### config.mk
export PLATFORM = sky130hd
export DESIGN_NAME = ibex_ipm_issue_ctrl
export DESIGN_NICKNAME = d
export VERILOG_FILES = /design/src/rtl/ibex_pkg.sv /design/src/rtl/ibex_ipm_issue_ctrl.sv
export SDC_FILE = /design/constraint.sdc
export NUM_CORES = 1
export LEC_CHECK = 0
export ABC_AREA = 1
export CAP_MARGIN = 40
export CORE_ASPECT_RATIO = 1.25
export CORE_MARGIN = 3
export CORE_UTILIZATION = 34
export DETAILED_ROUTE_END_ITERATION = 10
export PLACE_DENSITY = 0.67
export SLEW_MARGIN = 20
export SYNTH_ARGS = -nofsm -noshare
export SYNTH_HDL_FRONTEND = slang
export SYNTH_SLANG_ARGS = --single-unit
export TNS_END_PERCENT = 10
### constraint.sdc
create_clock -name clk_i -period 2.6 [get_ports clk_i]
set_input_delay 0.39 -clock clk_i [delete_from_list [all_inputs] [get_ports clk_i]]
set_output_delay 0.39 -clock clk_i [all_outputs]
set_load 0.01 [all_outputs]
### src/rtl/ibex_pkg.sv
// rtl/ibex_pkg.sv - shared types and constants for the IPM issue controller
package ibex_pkg;

  // Default watchdog limit, in stalled cycles, for an in-flight IPM op
  localparam int unsigned IpmTimeoutDefault = 64;

  // Decoded IPM operator; zero is the idle/reset encoding
  typedef enum logic [1:0] {
    IPM_OP_NONE = 2'd0,
    IPM_OP_DOT  = 2'd1,
    IPM_OP_MAC  = 2'd2,
    IPM_OP_POW  = 2'd3
  } ipm_op_e;

  // Issue FSM states
  typedef enum logic [1:0] {
    IPM_IDLE    = 2'd0,
    IPM_BUSY    = 2'd1,
    IPM_WAIT_WB = 2'd2
  } ipm_issue_state_e;

endpackage

### src/rtl/ibex_ipm_issue_ctrl.sv
// rtl/ibex_ipm_issue_ctrl.sv - IPM issue/stall/writeback control; watchdog under IBEX_IPM_TIMEOUT_EN
module ibex_ipm_issue_ctrl
  import ibex_pkg::*;
#(
  parameter int unsigned TimeoutCycles = IpmTimeoutDefault
) (
  input  logic        clk_i,
  input  logic        rst_ni,
  input  logic        instr_valid_i,
  input  logic        ipm_instr_i,
  input  ipm_op_e     ipm_op_i,
  input  logic        instr_kill_i,
  input  logic        ex_valid_i,
  input  logic [31:0] result_ex_i,
  input  logic        ready_wb_i,
  output logic        ipm_sel_o,
  output logic        ipm_en_o,
  output ipm_op_e     ipm_operator_o,
  output logic        ipm_ready_id_o,
  output logic        stall_ipm_o,
  output logic        rf_we_o,
  output logic [31:0] rf_wdata_o,
  output logic        ipm_err_o
);

  ipm_issue_state_e r_state;
  ipm_issue_state_e w_state_next;
  ipm_op_e          r_op;
  logic [31:0]      r_result;
  logic [7:0]       r_cnt;
  logic [7:0]       w_cnt_sat;

  logic w_sel;
  logic w_en;
  logic w_we;
  logic w_ready_id;
  logic w_stall;
  logic w_err;
  logic w_capture;
  logic w_cnt_clr;
  logic w_cnt_inc;
  logic w_timeout;

  assign w_sel     = instr_valid_i & ipm_instr_i;
  assign w_cnt_sat = (r_cnt == 8'hFF) ? r_cnt : r_cnt + 8'd1;

`ifdef IBEX_IPM_TIMEOUT_EN
  localparam logic [7:0] TimeoutLast = 8'(TimeoutCycles - 1);
  // Abort on the BUSY cycle whose increment would bring the counter to the limit
  assign w_timeout = (r_state == IPM_BUSY) & (w_cnt_sat == TimeoutLast);
`else
  logic w_unused_timeout;
  assign w_unused_timeout = ^TimeoutCycles;
  assign w_timeout        = 1'b0;
`endif

  // Next-state and control decode; kill dominates every other condition
  always_comb begin
    w_state_next = r_state;
    w_en         = 1'b0;
    w_we         = 1'b0;
    w_ready_id   = 1'b0;
    w_stall      = 1'b0;
    w_err        = 1'b0;
    w_capture    = 1'b0;
    w_cnt_clr    = 1'b0;
    w_cnt_inc    = 1'b0;
    case (r_state)
      IPM_IDLE, IPM_BUSY: begin
        if (instr_kill_i || !w_sel) begin
          w_state_next = IPM_IDLE;
        end else if (!ex_valid_i && w_timeout) begin
          w_err        = 1'b1;
          w_state_next = IPM_IDLE;
        end else begin
          w_en = 1'b1;
          if (ex_valid_i && ready_wb_i) begin
            w_we         = 1'b1;
            w_ready_id   = 1'b1;
            w_state_next = IPM_IDLE;
          end else if (ex_valid_i) begin
            w_capture    = 1'b1;
            w_stall      = 1'b1;
            w_state_next = IPM_WAIT_WB;
          end else begin
            w_stall      = 1'b1;
            w_state_next = IPM_BUSY;
            w_cnt_clr    = (r_state == IPM_IDLE);
            w_cnt_inc    = (r_state == IPM_BUSY);
          end
        end
      end
      IPM_WAIT_WB: begin
        if (instr_kill_i) begin
          w_state_next = IPM_IDLE;
        end else begin
          w_stall = ~ready_wb_i;
          if (ready_wb_i) begin
            w_we         = 1'b1;
            w_ready_id   = 1'b1;
            w_state_next = IPM_IDLE;
          end
        end
      end
      default: w_state_next = IPM_IDLE;
    endcase
  end

  // FSM state register
  always_ff @(posedge clk_i or negedge rst_ni) begin
    if (!rst_ni) begin
      r_state <= IPM_IDLE;
    end else begin
      r_state <= w_state_next;
    end
  end

  // Operator latch, parked result and busy counter
  always_ff @(posedge clk_i or negedge rst_ni) begin
    if (!rst_ni) begin
      r_op     <= IPM_OP_NONE;
      r_result <= 32'd0;
      r_cnt    <= 8'd0;
    end else begin
      if (r_state == IPM_IDLE && w_state_next != IPM_IDLE) begin
        r_op <= ipm_op_i;
      end
      if (w_capture) begin
        r_result <= result_ex_i;
      end
      if (w_cnt_clr) begin
        r_cnt <= 8'd0;
      end else if (w_cnt_inc) begin
        r_cnt <= w_cnt_sat;
      end
    end
  end

  // Outputs are forced low while reset is held so an abandoned op cannot leak out
  assign ipm_sel_o      = w_sel & rst_ni;
  assign ipm_en_o       = w_en & rst_ni;
  assign ipm_operator_o = !rst_ni ? IPM_OP_NONE : (r_state == IPM_IDLE) ? ipm_op_i : r_op;
  assign ipm_ready_id_o = w_ready_id & rst_ni;
  assign stall_ipm_o    = w_stall & rst_ni;
  assign rf_we_o        = w_we & rst_ni;
  assign rf_wdata_o     = !rst_ni ? 32'd0 : (r_state == IPM_WAIT_WB) ? r_result : result_ex_i;
  assign ipm_err_o      = w_err & rst_ni;

endmodule

# Word-level counts from Yosys, hierarchy flattened
# Index checks and enable logic that the tools add are counted.
[totals]
ff_bits = 36
inputBits = 41
out_inout_bits = 40
wordCells = 43
[classes]
eq_ne = 2
mux = 25
bitwise = 6
n_reduce_logical = 7
[ops]
columns = ["cell", "n"]
rows = [
  ["$mux W32", 2],
  ["$mux W2", 7],
  ["$mux W1", 13],
  ["$and A1 B1 Y1", 5],
  ["$pmux W1 S2", 2],
  ["$pmux W2 S2", 1],
  ["$eq A2 B1 Y1 const B", 1],
  ["$eq A2 B2 Y1 const B", 1],
  ["$logic_and A1 B1 Y1", 2],
  ["$logic_not A2 Y1", 1],
  ["$reduce_bool A2 Y1", 1],
  ["$reduce_or A2 Y1", 1],
  ["$logic_not A1 Y1", 1],
  ["$logic_or A1 B1 Y1", 1],
  ["$not A1 Y1", 1],
]

# Longest topological paths before layout
# Gate-level depths: netlist (run 1).
[logic_depth]
word_depth = 7
ltp_mapped = 7
depth_no_buf = 7

# Worst setup path after synthesis (run 1)
# No wires, ideal clock.
[synth_timing]
kind = "input-to-output"
from = "input port instr_valid_i"
to = "output port rf_we_o"
t_arrival_ps = 1079
setup_slack_ps = 1131
stages = 5
path_cell_list = "nand2_1 nor2_1 nand4_1 a21oi_1 buf_4"
[synth_between]
elab_chain_len = 6
[synth_rtl]
columns = ["item", "line_no", "text"]
rows = [
  ["start: declaration", "ibex_ipm_issue_ctrl.sv:9", "input logic instr_valid_i,"],
  ["$and A1 B1 Y1", "ibex_ipm_issue_ctrl.sv:44", "assign w_sel = instr_valid_i & ipm_instr_i;"],
  ["$logic_not A1 Y1", "ibex_ipm_issue_ctrl.sv:70", "if (instr_kill_i || !w_sel) begin"],
  ["$logic_or A1 B1 Y1", "ibex_ipm_issue_ctrl.sv:70", ""],
  ["$mux W1", "-", ""],
  ["$pmux W1 S2", "-", ""],
  ["$and A1 B1 Y1", "-", ""],
  ["end: declaration", "ibex_ipm_issue_ctrl.sv:21", "output logic rf_we_o,"],
]
# No other way between the ends.

# Worst setup path after layout (run 1)
[layout_timing]
from = "register r_state[1]"
to = "output port rf_wdata_o[25]"
[layout_between]
elab_chain_len = 3
[layout_rtl]
columns = ["item", "line_no", "text"]
rows = [
  ["start: declaration", "ibex_ipm_issue_ctrl.sv:26", "ipm_issue_state_e r_state;"],
  ["start signal: assignment", "ibex_ipm_issue_ctrl.sv:114", "r_state <= w_state_next;"],
  ["$eq A2 B2 Y1", "ibex_ipm_issue_ctrl.sv:146", "assign rf_wdata_o = !rst_ni ? 32'd0 : (r_state == IPM_WAIT_WB) ? r_result : result_ex_i;"],
  ["$mux W32 (2 in series)", "ibex_ipm_issue_ctrl.sv:146", ""],
  ["end: declaration", "ibex_ipm_issue_ctrl.sv:22", "output logic [31:0] rf_wdata_o,"],
]
# No other way between the ends.

==> results of run 1 <==
==> cell families after synthesis <==
kind of cell    share of synthesized area
compound gates                      0.289
buf+inv                             0.143
flops                               0.443
other cells                       0.00184
simple gates                        0.124
==> synthesized netlist by cell type (3+ instances only) <==
cell,count
buf_2,3
clkbuf_1,3
o21ai_0,34
o21ai_1,9
nor2_1,11
a21oi_1,34
nand3_1,3
buf_6,9
o21ai_2,23
nand2_1,44
dfrtp_1,36
inv_1,36
==> where the power goes <==
group          switching [mW]  leakage [nW]  internal [mW]
sequential             0.0507         0.459          0.669
clock                   0.182        0.0410          0.182
combinational           0.169         0.855          0.200
==> worst min-delay path by stage <==
| stage | cells past startpoint | end | slack [ns] |
|---|---|---|---|
| floorplan | 0 | r_op[0]$_DFFE_PN0P_ | 0.09 |
| global placement | 2 | r_result[8]$_DFFE_PN0P_ | 0.41 |
| detailed placement | 2 | r_result[10]$_DFFE_PN0P_ | 0.41 |
| CTS | 2 | r_result[4]$_DFFE_PN0P_ | 0.11 |
| global route | 2 | r_result[4]$_DFFE_PN0P_ | 0.12 |
| finish | 2 | r_result[0]$_DFFE_PN0P_ | 0.1 |
==> per-layer routing <==
layer  track usage  part of all wire  routed length [um]
met5             0                 0                   0
met1         0.162              0.46                1990
met4        0.0379            0.0084                  37
met2         0.217              0.46                2020
met3        0.0467             0.074                 326
==> metrics by stage <==
step                setup WS (ns)  power (mW)
floorplan                    1.13       0.927
global placement            0.352        1.09
detailed placement          0.312        1.10
CTS                         0.193        1.48
global route               0.0434        1.56
finish                      0.211        1.45
==> flip-flops by register name, indices dropped and copies added (netlist names) <==
| signal | flops |
|---|---|
| r_state | 2 |
| r_result | 32 |
| r_op | 2 |
==> critical path, cell delays in order, from the launching register on <==
cell,delay (ns)
dfrtp_1,0.42
inv_2,0.11
nor2_4,0.05
inv_2,0.06
buf_12,0.22
o21ai_0,0.11
a21oi_1,0.15
clkdlybuf4s50_1,0.55
==> layout make-up <==
type                    count  area [um2]  area share
well taps                  64        80.1      0.0277
inverters                  38         143      0.0494
clock buffers               6        72.6      0.0251
repair buffers             82         846       0.293
flip-flops and latches     36         901       0.312
clock inverters             1        5.00     0.00173
multi-input cells         163         842       0.291
==> reports/results.ini, run 1 <==
[outcome]
status=complete, no violations

[logic_synthesis]
synth_top_area_cell=dfrtp_1
yosys_warnings=0
synthDistinctLibCells=19
synth_area_leaders=dfrtp_1, o21ai_2, a21oi_1, o21ai_0, nand2_1
syn-num-nets=296
synth.top_cell.area_share=0.443
synth.yosys.seq_area_share=0.443
synth_ff_type=dfrtp_1
synth_edf_count=0
synthArstFlopShare=1.00
synth-seq-cells=36
syn_avg_cell_area_um2=7.97
syn_area_mm2=0.00203
synth_cells=255

[floorplan]
die-height_um=92.5
coreArea_mm2=0.00559
dieArea_mm2=0.00695
io_pins=81
initial_core_util=0.364
rows=30
die_w_um=75.2

[placed_design]
numPortBuffers=79
dp_cells=383
gp_congestion=0.756
dpl.hpwl_um=2990
place_area_mm2=0.00281

[worst_setup_path]
r2r_end=r_result[5]$_DFFE_PN0P_
cp-endpoint=rf_wdata_o[25]
crit_type=reg2out
crit_path_max_fanout=64
rr_worst_depth=5
reg2reg_slack_ns=1.34
cp-start-kind=flip-flop
crit_path_end_kind=primary output
worstPathArrival_ns=2.00
r2r_start=r_state[1]$_DFF_PN0_
cp.required_ns=2.21
startpoint=r_state[1]$_DFF_PN0_

[layout]
drive_gt1_frac=0.113
antenna_cells=0
final_cell_mix=clkdlybuf4s50_1, nand2_1, inv_1, dfrtp_1
area_growth_pct=42.1
final_common_cell=clkdlybuf4s50_1
final_util=0.517
n_fill_cell=543
stdcell_count=390
final_area_mm2=0.00289
fin_nets=367

[clock_tree]
cts.sinks=36
root_buffer=clkbuf_8
cts_max_path_buffers=2
ctsResizeCount=0
cts_tree=done
numCtsBuffers=5
htree_levels=2
cts_hold_buf=0
clk_pin_slew_worst_paths_ns=0.07
clkLatencyLatePin_ns=0.28
post-cts-setup-buffer-count=0

[timing]
period_share=0.919
fmax_ghz=0.419
period_needed_ns=2.39
hold_viol=0
rsz0062_at_grt=no
setup-violations-final=0
hold_slack_ns=0.0975
fin_tns_setup_ns=0
fin_worst_skew_ns=0.00532
final_max_slew_viol_count=0

[route]
vias_per_cell=4.65
dr.pass1.iters=4
wl_per_cell_um=11.2
wirelength_um=4380
route.detailed.drc=0
ant_nets=0
vias=1813
first_iter_violations=83

[global_route]
grt_max_degree=72
grt_pass1_wl_um=7470
track_usage=0.133
grt_pass1_vias=1745
overflow=0
antenna_found_initial=0

[power]
leakagePower_nw=1.36
p_per_area_mw_per_mm2=503
vdd_drop_max_mv=0.199

[flow_run]
cap_violations=0

[hold_path]
hp-class=in2async

(Power assumes the default switching activity.)
==> inputs of run 2 (changes only) <==
--- a/config.mk
+++ b/config.mk
@@ -8,7 +8,6 @@
 export ABC_AREA = 1
 export CAP_MARGIN = 40
 export CORE_ASPECT_RATIO = 1.25
-export CORE_MARGIN = 3
 export CORE_UTILIZATION = 34
 export DETAILED_ROUTE_END_ITERATION = 10
 export PLACE_DENSITY = 0.67
==> run 2 against run 1 <==
  * The flow now finishes with violations (DRC)
  * Sequential cell count unchanged
  * Routed wire length is 1.3% lower
  * Critical path depth is the same
  * Hold slack lost 0.017 ns
  * Non-clock buffer count up 1
  * Global-route usage rose by 1.3 points
  * Critical path type unchanged
  * Critical endpoint is now rf_wdata_o[22]
  * Highest routed layer unchanged
==> reports/results.ini, run 2 (same netlist as run 1, synthesis figures left out) <==
[route]
wl_per_cell_um=11.0
dr.pass1.iters=7
ant_nets=0
first_iter_violations=109
vias=1867
wirelength_um=4320
route.detailed.drc=6
vias_per_cell=4.74

[layout]
final_util=0.509
final-seq-area_um2=901
antenna_cells=0
drive_gt1_frac=0.119
reg_top3=r_result: 32 flops, r_op: 2 flops, r_state: 2 flops
largest_register_ffs=32
final_common_cell=clkdlybuf4s50_1
regMostFlops=r_result
fin_nets=368
n_fill_cell=559
area_growth_pct=44.8
final_cell_mix=clkdlybuf4s50_1, nand2_1, inv_1, dfrtp_1
final_area_mm2=0.00294
multi_input_area_um2=842

[global_route]
grt_pass1_vias=1750
grt_pass1_wl_um=7360
antenna_found_initial=0
track_usage=0.145
grt_max_degree=72
overflow=0

[clock_tree]
cts.sinks=36
post-cts-setup-buffer-count=0
htree_levels=2
cts_max_path_buffers=2
numCtsBuffers=5
clkLatencyLatePin_ns=0.28
root_buffer=clkbuf_8
clk_pin_slew_worst_paths_ns=0.07
cts_tree=done

[worst_setup_path]
worst_path_largest_cell_delay_ns=0.57
crit_path_max_fanout=22
startpoint=r_state[1]$_DFF_PN0_
cp-endpoint=rf_wdata_o[22]
cp-start-kind=flip-flop
crit_type=reg2out
crit_path_end_kind=primary output
rr_worst_depth=5
cp.required_ns=2.21
r2r_end=r_result[20]$_DFFE_PN0P_
reg2reg_slack_ns=1.33
worstPathArrival_ns=2.02
cp_cell_sequence=inv_2 > nor2_4 > inv_4 > buf_12 > o21ai_0 > a21oi_1 > clkdlybuf4s50_1
r2r_start=r_state[1]$_DFF_PN0_
slowest_stage=clkdlybuf4s50_1

[power]
vdd_drop_max_mv=0.225
p_per_area_mw_per_mm2=535
leakagePower_nw=1.38

[timing]
final_max_slew_viol_count=0
period_needed_ns=2.41
fin_tns_setup_ns=0
fmax_ghz=0.415
rsz0062_at_grt=no
fin_worst_skew_ns=0.00626
hold_viol=0
hold_slack_ns=0.0808
setup-violations-final=0
period_share=0.926

[hold_path]
hp-class=in2async

[floorplan]
dieArea_mm2=0.00630
io_pins=81
coreArea_mm2=0.00578
initial_core_util=0.352
die-height_um=88.5
rows=31
die_w_um=71.2

[placed_design]
numPortBuffers=79
dpl.hpwl_um=2920
gp_congestion=0.675
place_area_mm2=0.00283

[outcome]
violations=DRC
status=finished, violations left

[flow_run]
cap_violations=0

run 2: through the flow:
step	total power [mW]	cells	setup slack, ns
finish	1.57	394	0.192
global route	1.68	394	0.0201
CTS	1.60	394	0.0698
detailed placement	1.10	386	0.311
global placement	1.09	386	0.355
floorplan	0.927	255	1.13
run 2: per-layer routing:
metal,vias up,track usage,routed length [um]
met3,4,0.0444,277
li1,965,-,-
met5,-,0,0
met4,0,0.0436,39
met2,49,0.253,2080
met1,849,0.173,1930
run 2: worst max-delay path, delay by kind of cell, from the launching register on:
kind	cells	cell delay, ns
buffers and inverters	4	1.01
DFF	1	0.42
and+or+nand+nor	1	0.05
AOI/OAI and AO/OA	2	0.25
run 2: timing repair:
item                                    in CTS  in global routing
gates resized for setup                      0                  2
endpoints found under the setup margin       0                 15
endpoints found under the hold margin        0                  0
hold buffers                                 0                  0
run 2: final cells by class:
| class | instances | area share |
|---|---|---|
| flip-flops and latches | 36 | 0.306 |
| repair buffers | 83 | 0.294 |
| multi-input cells | 163 | 0.286 |
| inverters | 38 | 0.0493 |
| well taps | 66 | 0.0280 |
| clock buffers | 6 | 0.0246 |
| clock inverters | 2 | 0.0119 |
run 2: worst min-delay path by stage:
stage / from / to / cells after the start
6_report: rst_ni / r_op[0]$_DFFE_PN0P_ / 2
5_1_grt: rst_ni / r_result[1]$_DFFE_PN0P_ / 2
4_1_cts: rst_ni / r_result[11]$_DFFE_PN0P_ / 2
3_5_place_dp: rst_ni / r_op[0]$_DFFE_PN0P_ / 2
3_3_place_gp: rst_ni / r_op[0]$_DFFE_PN0P_ / 2
2_1_floorplan: rst_ni / r_op[0]$_DFFE_PN0P_ / 0
run 2: report_power, final:
group          internal [mW]  switching (mW)  total (mW)
clock network          0.285           0.198       0.483
registers              0.668          0.0526       0.721
logic                  0.201           0.170       0.371
==> inputs of run 3 (changes only) <==
--- a/config.mk
+++ b/config.mk
@@ -8,9 +8,9 @@
 export ABC_AREA = 1
 export CAP_MARGIN = 40
 export CORE_ASPECT_RATIO = 1.25
-export CORE_UTILIZATION = 34
+export CORE_UTILIZATION = 47
 export DETAILED_ROUTE_END_ITERATION = 10
-export PLACE_DENSITY = 0.67
+export PLACE_DENSITY = 0.88
 export SLEW_MARGIN = 20
 export SYNTH_ARGS = -nofsm -noshare
 export SYNTH_HDL_FRONTEND = slang
==> constraint.sdc (replaced) <==
create_clock -name clk_i -period 2.95 [get_ports clk_i]
set_input_delay 0.4425 -clock clk_i [delete_from_list [all_inputs] [get_ports clk_i]]
set_output_delay 0.4425 -clock clk_i [all_outputs]
set_load 0.01 [all_outputs]
==> run 3 against run 2 <==
  * The run now ends clean
  * Global-route usage grew 5.4 points
  * Highest routed layer unchanged
  * Combinational power decreased by 12%
  * Critical path depth unchanged
  * Cell count down 2.5%
  * First-iteration DRC count increased by 38%
  * Total power is 17% lower
  * Setup slack better by 0.085 ns
  * Core utilization is 19 points higher
  * Largest power group unchanged
  * Routed wire length is 3.3% lower
  * Die area down 27%
  * Register-to-register slack improved by 0.15 ns
  * Hold slack better by 0.082 ns
==> reports/results.ini, run 3 (same netlist as run 1, synthesis figures left out) <==
[outcome]
status=complete, no violations

[timing]
hold_viol=0
fin_worst_skew_ns=0.00281
slew_headroom=0.524
fin_tns_setup_ns=0
setup-violations-final=0
period_share=0.906
period_needed_ns=2.67
worst_pin_slew_ns=0.714
rsz0062_at_grt=no
final_max_slew_viol_count=0
fmax_ghz=0.374

[layout]
multi_input_area_um2=842
area_growth_pct=42.0
final_util=0.699
regMostFlops=r_result
antenna_cells=0
fin_nets=368
n_fill_cell=335
final_common_cell=clkdlybuf4s50_1
stdcell_count=384
final-seq-area_um2=901
final_cell_mix=clkdlybuf4s50_1, nand2_1, inv_1, dfrtp_1
reg_top3=r_result: 32 flops, r_op: 2 flops, r_state: 2 flops
largest_register_ffs=32
drive_gt1_frac=0.116

[power]
p_per_area_mw_per_mm2=454
vdd_drop_max_mv=0.330
leakagePower_nw=1.36
finalPower_mw=1.31

[route]
dr.pass1.iters=4
vias_per_cell=4.90
first_iter_violations=150
wl_per_cell_um=10.9
route.detailed.drc=0
vias=1881
ant_nets=0
wirelength_um=4180

[global_route]
grt_pass1_vias=1611
grt_max_degree=66
track_usage=0.199
use_met1=0.236
antenna_found_initial=0
use_met2=0.355
grt.busiest_layer=met2
globalRouteMet3Util=0.0255
grt_pass1_wl_um=6880
overflow=0

[floorplan]
rows=26
io_pins=81
coreArea_mm2=0.00413
initial_core_util=0.492
dieArea_mm2=0.00459
die_w_um=60.8
die-height_um=75.5

[worst_setup_path]
cp-start-kind=flip-flop
crit_path_max_fanout=34
worstPathArrival_ns=2.23
crit_path_end_kind=primary output
cp.required_ns=2.51
crit_type=reg2out

[placed_design]
numPortBuffers=79
dpl.hpwl_um=3020
gp_congestion=0.754
dp_cells=376

[clock_tree]
cts_tree=done
htree_levels=2
clk_pin_slew_worst_paths_ns=0.07
clkLatencyLatePin_ns=0.27
cts_hold_buf=0
cts.sinks=36
numCtsBuffers=5
root_buffer=clkbuf_8
ctsResizeCount=0
cts_max_path_buffers=2
post-cts-setup-buffer-count=0

[hold_path]
hp-class=in2async

[flow_run]
cap_violations=0

run 3: area by class of cell:
cell class / instances / share of cell area
clock buffers: 8 / 0.0312
multi-input cells: 163 / 0.292
inverters: 38 / 0.0494
repair buffers: 83 / 0.291
well taps: 56 / 0.0243
flip-flops and latches: 36 / 0.312
run 3: report_power, final:
part	internal, mW	switching, mW
clock	0.190	0.161
combinational	0.176	0.149
sequential	0.589	0.0457
total	0.956	0.356
run 3: final timing paths:
kind                                    startpoint                        to  slack (ns)  depth (start not counted)
min in group clk_i         r_result[5]$_DFFE_PN0P_   r_result[5]$_DFFE_PN0P_        0.48                          2
min                                         rst_ni   r_result[8]$_DFFE_PN0P_        0.16                          1
max in group asynchronous                   rst_ni  r_result[13]$_DFFE_PN0P_        2.22                          2
max reg2reg                   r_state[1]$_DFF_PN0_   r_result[7]$_DFFE_PN0P_        1.48                          5
min reg2reg                r_result[5]$_DFFE_PN0P_   r_result[5]$_DFFE_PN0P_        0.48                          2
max                           r_state[1]$_DFF_PN0_             rf_wdata_o[1]        0.28                          7
run 3: worst max-delay path, cell delays in order (launching register included):
cell	delay [ns]
dfrtp_1	0.43
inv_2	0.11
nor2_4	0.04
inv_2	0.34
buf_12	0.23
o21ai_0	0.08
a21oi_1	0.16
clkdlybuf4s50_1	0.56
run 3: routing by layer:
layer	share of wire	wire length (um)	vias up
li1	-	-	964
met1	0.46	1900	858
met3	0.036	150	4
met5	0	0	-
met4	0.016	68	0
met2	0.49	2060	55
run 3: metrics by stage:
stage / instance area (um2) / setup WS (ns) / hold slack, ns
final: 2890 / 0.277 / 0.163
after global routing: 2890 / 0.0941 / 0.195
after CTS: 2890 / 0.259 / 0.165
after detailed placement: 2800 / 0.473 / 0.462
after global placement: 2800 / 0.510 / 0.449
after floorplan: 2030 / 1.38 / 0.147
